<file path="src/rtl/adma_desc_responder.sv">
`timescale 1ns/1ps
`default_nettype none
// ============================================================================
// Module      : adma_desc_responder
// Description : ADMA descriptor-table responder with a fixed-latency
//               valid/ready fetch port and an error response for illegal
//               addresses. Optional macro ADMA_DESC_STATS_EN adds
//               fetch/error counters.
// Revision    : 1.0 - initial release
// ============================================================================
module adma_desc_responder #(
  parameter int          DEPTH     = 16,
  parameter logic [63:0] BASE_ADDR = 64'h0000_0000_0000_1000,
  parameter int          LATENCY   = 2
) (
  input  logic                     clk,
  input  logic                     rst_n,
  input  logic                     ld_valid,
  input  logic [$clog2(DEPTH)-1:0] ld_index,
  input  logic [95:0]              ld_data,
  input  logic                     req_valid,
  output logic                     req_ready,
  input  logic [63:0]              req_addr,
  output logic                     resp_valid,
  input  logic                     resp_ready,
  output logic [95:0]              resp_data,
  output logic                     resp_error
`ifdef ADMA_DESC_STATS_EN
  ,
  output logic [15:0]              fetch_count,
  output logic [15:0]              err_count
`endif
);

  localparam int          c_IW      = $clog2(DEPTH);
  localparam logic [60:0] c_DEPTH_W = 61'(DEPTH);
  localparam logic [3:0]  c_LAT_M1  = 4'(LATENCY - 1);

  typedef enum logic [1:0] {
    ST_IDLE = 2'd0,
    ST_WAIT = 2'd1,
    ST_RESP = 2'd2
  } state_t;

  state_t            r_state;
  state_t            w_state_nxt;
  logic [95:0]       r_table [DEPTH];
  logic [c_IW-1:0]   r_idx;
  logic              r_err;
  logic [3:0]        r_wait;
  logic [95:0]       r_resp_data;
  logic              r_resp_error;

  logic [63:0]       w_off;
  logic              w_illegal;
  logic              w_accept;
  logic              w_capture;
  logic              w_handshake;

  // Offset-relative misalignment is also checked so an unaligned base can
  // never map a request onto a partial entry.
  assign w_off       = req_addr - BASE_ADDR;
  assign w_illegal   = (req_addr < BASE_ADDR) || (req_addr[2:0] != 3'b000) ||
                       (w_off[2:0] != 3'b000) || (w_off[63:3] >= c_DEPTH_W);
  assign w_accept    = req_valid && (r_state == ST_IDLE);
  assign w_capture   = (r_state == ST_WAIT) && (r_wait == 4'd0);
  assign w_handshake = (r_state == ST_RESP) && resp_ready;

  assign req_ready   = (r_state == ST_IDLE);
  assign resp_valid  = (r_state == ST_RESP);
  assign resp_data   = r_resp_data;
  assign resp_error  = r_resp_error;

  always_comb begin
    w_state_nxt = r_state;
    case (r_state)
      ST_IDLE: if (w_accept)    w_state_nxt = ST_WAIT;
      ST_WAIT: if (w_capture)   w_state_nxt = ST_RESP;
      ST_RESP: if (w_handshake) w_state_nxt = ST_IDLE;
      default:                  w_state_nxt = ST_IDLE;
    endcase
  end

  always_ff @(posedge clk or negedge rst_n) begin
    if (!rst_n) begin
      r_state      <= ST_IDLE;
      r_idx        <= '0;
      r_err        <= 1'b0;
      r_wait       <= 4'd0;
      r_resp_data  <= '0;
      r_resp_error <= 1'b0;
    end else begin
      r_state <= w_state_nxt;
      if (w_accept) begin
        r_idx  <= w_off[c_IW+2:3];
        r_err  <= w_illegal;
        r_wait <= c_LAT_M1;
      end else if (r_state == ST_WAIT && r_wait != 4'd0) begin
        r_wait <= r_wait - 4'd1;
      end
      // Table read sees the pre-edge contents, so a same-cycle load returns old data.
      if (w_capture) begin
        r_resp_data  <= r_err ? '0 : r_table[r_idx];
        r_resp_error <= r_err;
      end
    end
  end

  // Table storage is deliberately outside the reset domain.
  always_ff @(posedge clk) begin
    if (ld_valid) r_table[ld_index] <= ld_data;
  end

`ifdef ADMA_DESC_STATS_EN
  logic [15:0] r_fetch_cnt;
  logic [15:0] r_err_cnt;

  always_ff @(posedge clk or negedge rst_n) begin
    if (!rst_n) begin
      r_fetch_cnt <= 16'd0;
      r_err_cnt   <= 16'd0;
    end else if (w_handshake) begin
      if (r_fetch_cnt != 16'hFFFF)                 r_fetch_cnt <= r_fetch_cnt + 16'd1;
      if (r_resp_error && r_err_cnt != 16'hFFFF)   r_err_cnt   <= r_err_cnt + 16'd1;
    end
  end

  assign fetch_count = r_fetch_cnt;
  assign err_count   = r_err_cnt;
`endif

endmodule
`default_nettype wire

</file>
<file path="config.mk">
export PLATFORM = sky130hd
export DESIGN_NAME = adma_desc_responder
export DESIGN_NICKNAME = d
export VERILOG_FILES = /design/src/rtl/adma_desc_responder.sv
export SDC_FILE = /design/constraint.sdc
export NUM_CORES = 1
export LEC_CHECK = 0
export CAP_MARGIN = 0
export CORE_AREA = 2 2 376 378
export CTS_BUF_LIST = sky130_fd_sc_hd__clkbuf_4 sky130_fd_sc_hd__clkbuf_8
export CTS_CLUSTER_DIAMETER = 50
export CTS_CLUSTER_SIZE = 20
export DETAILED_ROUTE_END_ITERATION = 16
export DIE_AREA = 0 0 378 380
export GPL_TIMING_DRIVEN = 0
export PLACE_DENSITY_LB_ADDON = 0.15
export SLEW_MARGIN = 20
export SYNTH_ARGS = -nofsm -noshare
export SYNTH_HDL_FRONTEND = slang
export SYNTH_SLANG_ARGS = --single-unit
</file>
<file path="constraint.sdc">
create_clock -name clk -period 3.2 [get_ports clk]
set_clock_uncertainty 0.1 [all_clocks]
set_input_delay 0.48 -clock clk [delete_from_list [all_inputs] [get_ports clk]]
set_output_delay 0.48 -clock clk [all_outputs]
set_load 0.01 [all_outputs]
</file>
# Yosys cells after proc, flatten, opt, wreduce, memory -nomap -nowiden
# Memories as Yosys holds them, arrays and structs flattened.
# Index checks and enable logic that the tools add are counted.
[totals]
word_cells = 39
register_bits = 108
n_memories = 1
latchBits = 0
rom_bits = 0
ramBits = 1536
[classes]
bitwise_logic = 0
n_shift = 0
reduce_logical = 14
mul = 0
n_addsub = 2
n_lt_le_gt_ge = 2
eq_ne = 5
mux = 9
div = 0
[memory_table]
columns = ["memory", "depth", "word_bits", "rd", "rd_clocked_by_memory_dff", "write_ports", "line_no", "text"]
rows = [
  ["r_table", 16, 96, 1, 0, 1, "47", "logic [95:0] r_table [DEPTH];"],
]
[ops]
columns = ["op", "n"]
rows = [
  ["2-to-1 mux 96 bit", 1],
  ["less-than comparator 64 x 13 -> 1 bit (second input constant)", 1],
  ["subtractor 64 x 13 -> 64 bit (second input constant)", 1],
  ["greater-or-equal comparator 61 x 5 -> 1 bit (second input constant)", 1],
  ["2-to-1 mux 4 bit", 2],
  ["2-to-1 mux 2 bit", 3],
  ["one-hot mux 2 bit (3 select lines)", 1],
  ["nonzero test 3 bit", 2],
  ["logical AND 1 bit", 4],
  ["logical NOT 4 bit", 1],
  ["!= test 2 x 1 -> 1 bit (second input constant)", 2],
  ["nonzero test 4 bit", 1],
  ["subtractor 4 x 1 -> 4 bit (second input constant)", 1],
  ["logical OR 1 bit", 3],
  ["AND reduction 3 bit", 1],
  ["equality test 2 x 1 -> 1 bit (second input constant)", 1],
  ["equality test 2 bit (second input constant)", 1],
  ["logical NOT 2 bit", 1],
  ["2-to-1 mux 1 bit", 2],
  ["!= test 2 bit (second input constant)", 1],
  ["nonzero test 2 bit", 1],
]

# Depth between registers and ports, before layout
# Gate-level depths: netlist of the first run.
[depth]
ltp_word = 4
ltp_mapped = 10
depth_no_buf = 9

# Least setup slack after synthesis of the first run
# No wires, ideal clock.
[synth_path]
path_kind = "input port to flip-flop"
from = "input port ld_index[2]"
to = "memory r_table[0][0] (enable)"
n_path_buf = 0
t_arrival_ns = 7.488
slack_ns = -5.058
required_time_ns = 2.430
setup_ns = 0.670
stages = 2
cell_sequence = "or3b_2 -> nor3_1"
[synth_lines]
columns = ["element", "line_no", "text"]
rows = [
  ["from (decl)", "19", "input logic [$clog2(DEPTH)-1:0] ld_index,"],
  ["to (decl)", "47", ""],
]
# No word-level cell before the write port.

# Worst setup path after layout of the first run
[layout_path]
from = "register r_idx[1]"
to = "register r_resp_data[90] (netlist: resp_data[90])"
[layout_via]
elab_chain_cells = 2
[layout_rtl]
columns = ["element", "line_no", "text"]
rows = [
  ["from (decl)", "48", "logic [c_IW-1:0] r_idx;"],
  ["from (signal assigned)", "95", "r_idx <= w_off[c_IW+2:3];"],
  ["memory (16 x 96 bit)", "--", ""],
  ["2-to-1 mux 96 bit", "103", "r_resp_data <= r_err ? '0 : r_table[r_idx];"],
  ["to (signal assigned)", "103", ""],
  ["to (decl)", "51", "logic [95:0] r_resp_data;"],
]
# Every way passes these cells.
# A chain may end at the register's enable or synchronous reset.

==> metrics.yaml, run 1 <==
critical_path:
  critical_path_required_ns: 3.88
  worstSetupEndpoint: "resp_data[90]"
  critPathMostFrequentCell: "mux4_2"
  worstSetupPathType: "flip-flop to flip-flop"
  r2r_slack_ns: 0.11
  slowest_delay_ns: 0.55
  reg2reg_to: "resp_data[90]"
  crit_chain: "clkbuf_1 -> buf_2 -> clkbuf_2 -> mux4_2 -> mux4_2 -> a22o_1"
  reg2reg_depth: 6
  startpoint_type: "flip-flop"
  critPathArrivalTime_ns: 3.77
  endpoint_kind: "flip-flop"
  setup.worst_path.start: "r_idx[1]"
  cp_max_fo: 10
  crit_slowest_cell: "buf_2"
  r2r-start: "r_idx[1]"
logic_synthesis:
  synth_edf_count: 1536
  synth_compound_area_frac: 0.0158
  synth_fp_nets: 2694
  synth_top_cell_by_area: "edfxtp_1"
  synth_area_leaders: "edfxtp_1 74%, mux4_2 17%, dfrtp_1 4.3%, a22o_1 1.4%, buf_6 0.71%"
  synth.distinct_cells: 43
  netlist_area_um2: 62300
  yosysWarnings: 0
  synth_flop_cell: "edfxtp_1"
  synth_seq_cells: 1644
  synthMuxAreaShare: 0.174
  ys_seq_area_frac: 0.784
  synth_fa_ha_area_frac: 0.000804
  synth_xor_area_frac: 0.00141
  avgSynthCellArea_um2: 24.7
  async_flop_share: 0.0657
  yosys.area_share.simple: 0.0108
  synth_top_family_by_area: "multiplexers"
  synthCells: 2521
  synth_top_cell_area_share: 0.741
power_and_ir_drop:
  peakVddDrop_mv: 0.468
  p_clk_frac: 0.264
  p_leak_uw: 0.0233
  switchingPower_uw: 14700
  cellPowerDensity_nw_per_um2: 699
  pwr-share-comb: 0.266
  p_total_uw: 51500
  power.share.switching: 0.286
  power_frac_seq: 0.470
  p_int_uw: 36800
timing:
  slew-limit-headroom: 0.339
  hold_violations: 0
  min_period_ns: 3.09
  fin_crit_sh: 0.965
  rsz0062_at_grt: "false"
  worst_pin_slew_ns: 0.991
  fmax_ghz: 0.324
  setup_viol: 0
  setup_tns_ns: 0
  drv_slew: 0
clock_tree:
  insertion_delay_ns: 0.90
  cts_htree_levels: 4
  cts_tree: "yes"
  clock-sinks: 1644
  clockRootBuffer: "clkbuf_8"
  clkTransAtPathRegs_ns: 0.12
  clk_path_buf_depth: 3
  cts_buffers: 143
outcome:
  outcome: "finished, final reports clean"
die:
  io_pins: 268
  rows: 137
  fp.dieH_um: 380
  dieArea_um2: 144000
  fp.coreArea_um2: 139000
  start_util: 0.447
  die_x_um: 378
finish:
  drive_gt1_frac: 0.312
  multi_input_area_um2: 12800
  area_delta_synth_final_pct: 18.3
  ff_latch_area_um2: 48800
  fill_cells: 10600
  fin_nets: 3235
  finish.utilization: 0.529
global_routing:
  grt_start_max_net_pins: 57
  antenna_found_initial: 15
  grt_pass1_wl_mm: 225
  grt-ovfl-total: 0
  grtUsageTotal: 0.224
  grt_pass1_vias: 31000
detailed_routing:
  drt_iter0_markers: 2794
  wirelength_mm: 160
  first_pass_iters: 8
  routedWlPerCell_um: 31.5
  drc: 0
  vias: 29300
  antenna_left: 0
  via_per_inst: 5.79
worst_hold_path:
  worstHoldPathType: "input pin to flip-flop"
placed_design:
  io_buffers: 267
  place_hpwl_mm: 107
  place.gp.congestion: 0.779
job:
  drv_cap: 0
[cell type report]
type / instances / share of cell area
antenna: 9 / 0.000306
buffer: 129 / 0.0124
clock buffer: 160 / 0.0291
clock inverter: 102 / 0.0158
inverter: 9 / 0.000458
multi-input combinational: 736 / 0.173
sequential: 1644 / 0.663
tap: 1876 / 0.0319
timing repair buffer: 399 / 0.0742
[critical path: cells and delay by family, from the launching register on]
| kind | cells | cell delay [ns] |
|---|---|---|
| buffers and inverters | 3 | 1.40 |
| multiplexers | 2 | 0.89 |
| flip-flops | 1 | 0.34 |
| AO/OA/AOI/OAI | 1 | 0.22 |
[logic make-up (layout without fill, tap and decap cells)]
group,after synthesis,in the layout
buf+inv,141,799
fa+ha+maj,4,4
mux,481,481
flops,1644,1644
simple gates,126,126
other cells,0,9
xor+xnor,10,10
compound gates,115,115
[cell usage in the layout (no fill, tap or decap), drive strengths merged, types with 4 or more instances in the layout]
cell and instances:
a21oi 5, a22o 96, buf 183, bufinv 14, clkbuf 228, clkdlybuf4s15 8
clkdlybuf4s50 266, clkinv 29, clkinvlp 25, dfrtp 108, diode 9, edfxtp 1536
ha 4, inv 43, mux4 480, nand2 26, nand2b 5, nand3 4
nand4 6, nor2 32, nor3 13, nor4 16, xnor2 7
[sequential cells by signal, indices dropped and copies added (netlist names)]
| name | cells |
|---|---|
| resp_error | 1 |
| r_err | 1 |
| r_state | 2 |
| r_idx | 4 |
| r_wait | 4 |
| resp_data | 96 |
| r_table | 1536 |
[Yosys cell counts (3+ instances only)]
| cell type | count |
|---|---|
| edfxtp_1 | 1536 |
| mux4_2 | 480 |
| dfrtp_1 | 108 |
| a22o_1 | 96 |
| clkbuf_1 | 72 |
| buf_6 | 39 |
| nor2_1 | 32 |
| nand2_1 | 26 |
| nor4_1 | 15 |
| nor3_1 | 13 |
| buf_2 | 11 |
| buf_1 | 10 |
| inv_1 | 9 |
| xnor2_1 | 7 |
| nand4_1 | 6 |
| a21oi_1 | 5 |
| nand2b_1 | 5 |
| ha_1 | 4 |
| nand3_1 | 4 |
| a211oi_1 | 3 |
| and3b_1 | 3 |
| and4b_1 | 3 |
| nand3b_1 | 3 |
| o32ai_1 | 3 |
| xor2_1 | 3 |
[per-stage QoR]
step | hold slack, ns | instance area [um2] | worst slack, ns | instances
2_1_floorplan | 0.0844 | 62400 | -0.753 | 2521
3_3_place_gp | 0.390 | 67400 | -5.17 | 4664
3_5_place_dp | 0.386 | 70200 | -0.909 | 4793
4_1_cts | 0.0908 | 73700 | 0.0271 | 5055
5_1_grt | 0.114 | 73700 | 0.0198 | 5060
6_report | 0.182 | 73700 | 0.111 | 5064
[power by group through the flow]
stage | Combinational, uW | Sequential, uW | Clock (uW)
2_1_floorplan | 9300 | 24600 | 0
3_3_place_gp | 13700 | 24600 | 0
3_5_place_dp | 14000 | 24600 | 0
4_1_cts | 14000 | 24200 | 13900
5_1_grt | 14500 | 24300 | 14700
6_report | 13700 | 24200 | 13600
[how the worst min path moves through the flow]
stage	from	endpoint	slack, ns	cells past startpoint
after detailed placement	rst_n	resp_data[51]	0.39	1
final	resp_ready	r_state[1]	0.18	2
after global routing	resp_ready	r_state[1]	0.11	2
after floorplan	rst_n	r_err	0.08	0
after global placement	resp_data[60]	resp_data[60]	0.39	1
after CTS	resp_ready	r_state[1]	0.09	2
[layer usage]
metal | routed length (um) | vias to the layer above | GRT usage
li1 | - | 12000 | -
met2 | 80400 | 1089 | 0.372
met1 | 65000 | 16000 | 0.306
met3 | 11000 | 209 | 0.0437
met5 | 92 | - | 0
met4 | 3070 | 14 | 0.0542
[timing repair]
action / CTS / global route
gates resized for setup: 53 / 3
hold buffers: 3 / 0
setup buffers: 0 / 0
endpoints found under the setup margin: 97 / 3
hold endpoints to repair: 108 / 0
Note: power is estimated with default switching activity, not from simulation.
==> run 2: changes to the inputs <==
CTS_CLUSTER_DIAMETER = default   (was 50)
==> run 2 against run 1 <==
Worst hold slack got worse by 0.0099 ns. Clock power is 36% higher. Flip-flop and latch count unchanged. First-iteration DRC count increased by 1.4%. Worst setup slack better by 0.012 ns. Sequential share of layout area down 2.0 points. Total power up 9.7%. Count of clock-buffer cells in the layout rose by 268. Cell count grew 4.5%. Maximum frequency rose by 0.37%. Largest cell class unchanged.
==> metrics.yaml, run 2 (synthesis gave the netlist of run 1 again) <==
critical_path:
  cp_max_fo: 10  # unchanged
  endpoint_kind: "flip-flop"
  slowest_delay_ns: 0.86  # +0.31 ns
  critPathArrivalTime_ns: 3.83  # +0.06 ns
  critical_path_required_ns: 3.96  # +0.08 ns
  worstSetupPathType: "flip-flop to flip-flop"
  crit_chain: "clkbuf_2 -> clkbuf_1 -> mux4_2 -> a22o_1"
  startpoint_type: "flip-flop"
  crit_slowest_cell: "dfrtp_1"
timing:
  drv_slew: 0  # unchanged
  setup_tns_ns: 0  # unchanged
  setup_viol: 0  # unchanged
  slew-limit-headroom: 0.333  # -0.00624
  fmax_ghz: 0.325  # +0.37%
  min_period_ns: 3.08  # -0.0115 ns
  fin_crit_sh: 0.962  # -0.00361
  rsz0062_at_grt: "false"
  hold_violations: 0  # unchanged
  hold_ws_ns: 0.172  # -0.00991 ns
  worst_pin_slew_ns: 1.00  # +0.00936 ns
clock_tree:
  insertion_delay_ns: 0.98  # +0.08 ns
  cts_tree: "yes"
  clk_path_buf_depth: 4  # +1
  clockRootBuffer: "clkbuf_8"
  clkTransAtPathRegs_ns: 0.06  # -0.06 ns
  cts_htree_levels: 5  # +1
  clock-sinks: 1644  # unchanged
  cts_buffers: 285  # +99%
  cts_setup_buffers: 0  # unchanged
finish:
  fin_nets: 3379  # +4.5%
  layout_common_cells: "1536 x edfxtp_1, 480 x mux4_2, 310 x clkbuf_8, 266 x clkdlybuf4s50_1, 120 x clkbuf_4"
  area_delta_synth_final_pct: 21.9
  final_common_cell: "edfxtp_1"
  drive_gt1_frac: 0.349  # +0.0366
  regMostFlops: "r_table"
  largest_reg_flops: 1536  # unchanged
global_routing:
  grt_pass1_wl_mm: 230  # +2.1%
  grt_pass1_vias: 32200  # +4.1%
  grt-ovfl-total: 0  # unchanged
  grtUsageTotal: 0.228  # +0.00474
  grt_start_max_net_pins: 56  # -1.8%
  antenna_found_initial: 16  # +1
die:
  io_pins: 268  # unchanged
  die_x_um: 378  # unchanged
  start_util: 0.447  # unchanged
  rows: 137  # unchanged
  dieArea_um2: 144000  # unchanged
  fp.coreArea_um2: 139000  # unchanged
  fp.dieH_um: 380  # unchanged
worst_hold_path:
  worstHoldPathType: "input pin to flip-flop"
power_and_ir_drop:
  p_leak_uw: 0.0246  # +5.7%
  switchingPower_uw: 15200  # +2.8%
  power_frac_seq: 0.429  # -0.041
  p_clk_frac: 0.328  # +0.064
  cellPowerDensity_nw_per_um2: 745  # +6.5%
  pwr-share-comb: 0.242  # -0.024
  power.share.switching: 0.268  # -0.0180
  p_int_uw: 41400  # +12%
  peakVddDrop_mv: 0.478  # +2.4%
placed_design:
  place_hpwl_mm: 107  # unchanged
  io_buffers: 267  # unchanged
  place.gp.congestion: 0.779  # unchanged
detailed_routing:
  wirelength_mm: 163  # +2.0%
  routedWlPerCell_um: 30.8  # -2.4%
  first_pass_iters: 5  # -3
  drc: 0  # unchanged
  via_per_inst: 5.73  # -1.1%
  drt_iter0_markers: 2832  # +1.4%
  antenna_left: 0  # unchanged
  vias: 30300  # +3.3%
outcome:
  outcome: "finished, final reports clean"
job:
  drv_cap: 0  # unchanged
-- run 2: per-stage QoR --
step | setup slack [ns] | total power (uW) | cell area, um2 | std cells | util
2_1_floorplan | -0.753 | 33900 | 62400 | 2521 | -
5_1_grt | 0.0232 | 58800 | 75900 | 5286 | 0.545
3_5_place_dp | -0.909 | 38700 | 70200 | 4793 | 0.505
3_3_place_gp | -5.17 | 38400 | 67400 | 4664 | 0.484
6_report | 0.123 | 56500 | 75900 | 5294 | 0.546
4_1_cts | 0.0430 | 57300 | 75900 | 5281 | 0.545
-- run 2: repair_timing --
| item | 4_1_cts | 5_1_grt |
|---|---|---|
| hold endpoints to repair | 109 | 0 |
| hold buffers | 4 | 0 |
| setup endpoints to repair | 97 | 3 |
| resized for setup | 53 | 2 |
-- run 2: path summary, 6_finish.rpt --
path	end	start	slack, ns	cells past startpoint
max	resp_data[16]	r_idx[3]	0.12	4
min	r_idx[1]	req_addr[4]	0.17	3
max reg2reg	resp_data[16]	r_idx[3]	0.12	4
min reg2reg	resp_data[86]	resp_data[86]	0.41	1
max in group asynchronous	resp_data[2]	rst_n	1.91	4
min in group asynchronous	resp_data[0]	rst_n	0.43	3
-- run 2: power by group through the flow --
| stage | Combinational (uW) | Clock, uW | Sequential, uW |
|---|---|---|---|
| finish | 13700 | 18500 | 24300 |
| global route | 14500 | 20000 | 24300 |
| CTS | 14000 | 19000 | 24300 |
| detailed placement | 14000 | 0 | 24600 |
| global placement | 13700 | 0 | 24600 |
| floorplan | 9300 | 0 | 24600 |
-- run 2: metal layers --
metal	routed length, um	GRT usage	share of wire
met5	92	0	0.00057
met4	3230	0.0624	0.020
met3	11900	0.0540	0.073
met2	81800	0.377	0.50
met1	65800	0.306	0.40
-- run 2: final cells by class --
type                       instances  area, um2
antenna                           13       32.5
clock buffer                     428       5150
sequential                      1644      48800
buffer                           130        915
clock inverter                    58        353
inverter                           9       33.8
timing repair buffer             400       5490
fill                           10500      63300
multi-input combinational        736      12800
tap                             1876       2350
-- run 2: critical path: cells and delay by family (launching register included) --
kind,cells,cell delay [ns]
mux,1,0.47
flops,1,0.86
buf+inv,2,1.31
compound gates,1,0.21
==> run 3: changes to the inputs <==
SLEW_MARGIN = 5   (was 20)
==> run 3 against run 2 <==
Via count fell by 0.57%. Sequential share of layout area grew 0.48 points. First-iteration DRC count shrank 0.56%. Sequential power about the same. Cell count is 0.49% lower. Register-to-register slack lost 0.07 ns. Wire length rose by 0.10%. Largest cell class unchanged. Largest power group unchanged.
==> metrics.yaml, run 3 (synthesis gave the netlist of run 1 again) <==
critical_path:
  cp_max_fo: 10  # unchanged
  slowest_delay_ns: 0.60  # -0.26 ns
  startpoint_type: "flip-flop"
  crit_slowest_cell: "clkbuf_2"
  r2r_slack_ns: 0.05  # -0.07 ns
  critical_path_required_ns: 3.95  # about the same
  endpoint_kind: "flip-flop"
  critPathArrivalTime_ns: 3.90  # +0.07 ns
  worstSetupPathType: "flip-flop to flip-flop"
  crit_chain: "clkbuf_1 -> clkbuf_2 -> clkbuf_2 -> mux4_2 -> mux4_2 -> a22o_1"
timing:
  hold_violations: 0  # unchanged
  drv_slew: 0  # unchanged
  fmax_ghz: 0.318  # -2.2%
  slew-limit-headroom: 0.208  # -0.125
  worst_pin_slew_ns: 1.19  # +0.187 ns
  min_period_ns: 3.15  # +0.0688 ns
  rsz0062_at_grt: "false"
  fin_crit_sh: 0.983  # +0.0215
  hold_ws_ns: 0.169  # -0.00306 ns
  setup_viol: 0  # unchanged
  setup_tns_ns: 0  # unchanged
global_routing:
  grtUsageTotal: 0.228  # -0.000840
  grt-ovfl-total: 0  # unchanged
  grt_pass1_vias: 32200  # -0.25%
  grt_start_max_net_pins: 53  # -5.4%
  antenna_found_initial: 16  # unchanged
  grt_pass1_wl_mm: 229  # -0.41%
clock_tree:
  insertion_delay_ns: 0.98  # about the same
  clock-sinks: 1644  # unchanged
  clockRootBuffer: "clkbuf_8"
  clkTransAtPathRegs_ns: 0.06  # about the same
  clk_path_buf_depth: 4  # unchanged
  cts_buffers: 280  # -1.8%
  cts_htree_levels: 5  # unchanged
  cts_tree: "yes"
power_and_ir_drop:
  switchingPower_uw: 15200  # +0.24%
  p_int_uw: 40900  # -1.2%
  p_clk_frac: 0.323  # -0.005
  pwr-share-comb: 0.244  # +0.002
  cellPowerDensity_nw_per_um2: 744  # about the same
  p_leak_uw: 0.0244  # -1.1%
  p_total_uw: 56100  # -0.78%
  power_frac_seq: 0.433  # +0.004
  power.share.switching: 0.271  # +0.00275
  peakVddDrop_mv: 0.454  # -5.1%
finish:
  layout_common_cells: "1536 x edfxtp_1, 480 x mux4_2, 297 x clkbuf_8, 266 x clkdlybuf4s50_1, 108 x dfrtp_1"
  fin_nets: 3354  # -0.74%
  layout.cells.non_filler: 5268  # -0.49%
  drive_gt1_frac: 0.339  # -0.00916
  area_delta_synth_final_pct: 21.0
  multi_input_area_um2: 12800  # unchanged
  regMostFlops: "r_table"
  final_common_cell: "edfxtp_1"
  ff_latch_area_um2: 48800  # unchanged
  fill_cells: 10600  # +1.4%
  largest_reg_flops: 1536  # unchanged
detailed_routing:
  drt_iter0_markers: 2816  # -0.56%
  wirelength_mm: 163  # +0.10%
  via_per_inst: 5.72  # about the same
  antenna_left: 0  # unchanged
  vias: 30200  # -0.57%
  drc: 0  # unchanged
  routedWlPerCell_um: 30.9  # +0.60%
  first_pass_iters: 7  # +2
outcome:
  outcome: "finished, final reports clean"
placed_design:
  place_hpwl_mm: 105  # -1.7%
  place.gp.congestion: 0.779  # unchanged
  dp_cells: 4771  # -0.46%
  io_buffers: 267  # unchanged
die:
  rows: 137  # unchanged
  dieArea_um2: 144000  # unchanged
  fp.dieH_um: 380  # unchanged
  io_pins: 268  # unchanged
  start_util: 0.447  # unchanged
  die_x_um: 378  # unchanged
  fp.coreArea_um2: 139000  # unchanged
worst_hold_path:
  worstHoldPathType: "input pin to flip-flop"
job:
  drv_cap: 0  # unchanged
run 3: power groups by stage:
stage | registers [uW] | logic (uW) | clock network [uW]
after floorplan | 24600 | 9300 | 0
after global placement | 24600 | 13700 | 0
after detailed placement | 24600 | 14000 | 0
after CTS | 24300 | 14000 | 18600
after global routing | 24300 | 14500 | 19500
final | 24300 | 13700 | 18100
run 3: cell type report:
type,instances,share of cell area
sequential,1644,0.648
multi-input combinational,736,0.170
timing repair buffer,380,0.0679
clock buffer,397,0.0642
tap,1876,0.0311
buffer,130,0.0119
clock inverter,83,0.00654
inverter,9,0.000448
antenna,13,0.000432
run 3: worst max-delay path, delay by kind of cell (launching register included):
kind / cells / cell delay (ns)
buffers and inverters: 3 / 1.49
muxes: 2 / 0.89
DFF: 1 / 0.32
AOI/OAI and AO/OA: 1 / 0.22
run 3: timing repair:
item                                   4_1_cts  5_1_grt
hold buffers                                 4        0
setup endpoints to repair                   98       30
pin swaps                                    1        0
setup buffers                                2        0
endpoints found under the hold margin      109        0
gates resized for setup                     56        8
run 3: routing by layer:
layer  global-route usage  vias up  routed length, um  part of all wire
li1                     -    12300                  -                 -
met1                0.307    16200              65500              0.40
met2                0.374     1329              81800              0.50
met3               0.0510      232              12400             0.076
met4               0.0639       12               3230             0.020
met5                    0        -                 86           0.00053
run 3: final timing paths:
| check | start | to | depth (start not counted) |
|---|---|---|---|
| max reg2reg | r_idx[1] | resp_data[71] | 6 |
| min reg2reg | resp_data[64] | resp_data[64] | 1 |
| max | r_idx[1] | resp_data[71] | 6 |
| min | req_addr[4] | r_idx[1] | 3 |
| min in group asynchronous | rst_n | resp_data[86] | 3 |
| max in group asynchronous | rst_n | resp_data[3] | 4 |
run 3: metrics by stage:
step / instance area (um2) / util / setup WS [ns]
floorplan: 62400 / - / -0.753
global placement: 67400 / 0.484 / -5.17
detailed placement: 69800 / 0.502 / -1.42
CTS: 75300 / 0.541 / -0.148
global route: 75300 / 0.541 / 0.0131
finish: 75400 / 0.541 / 0.0538
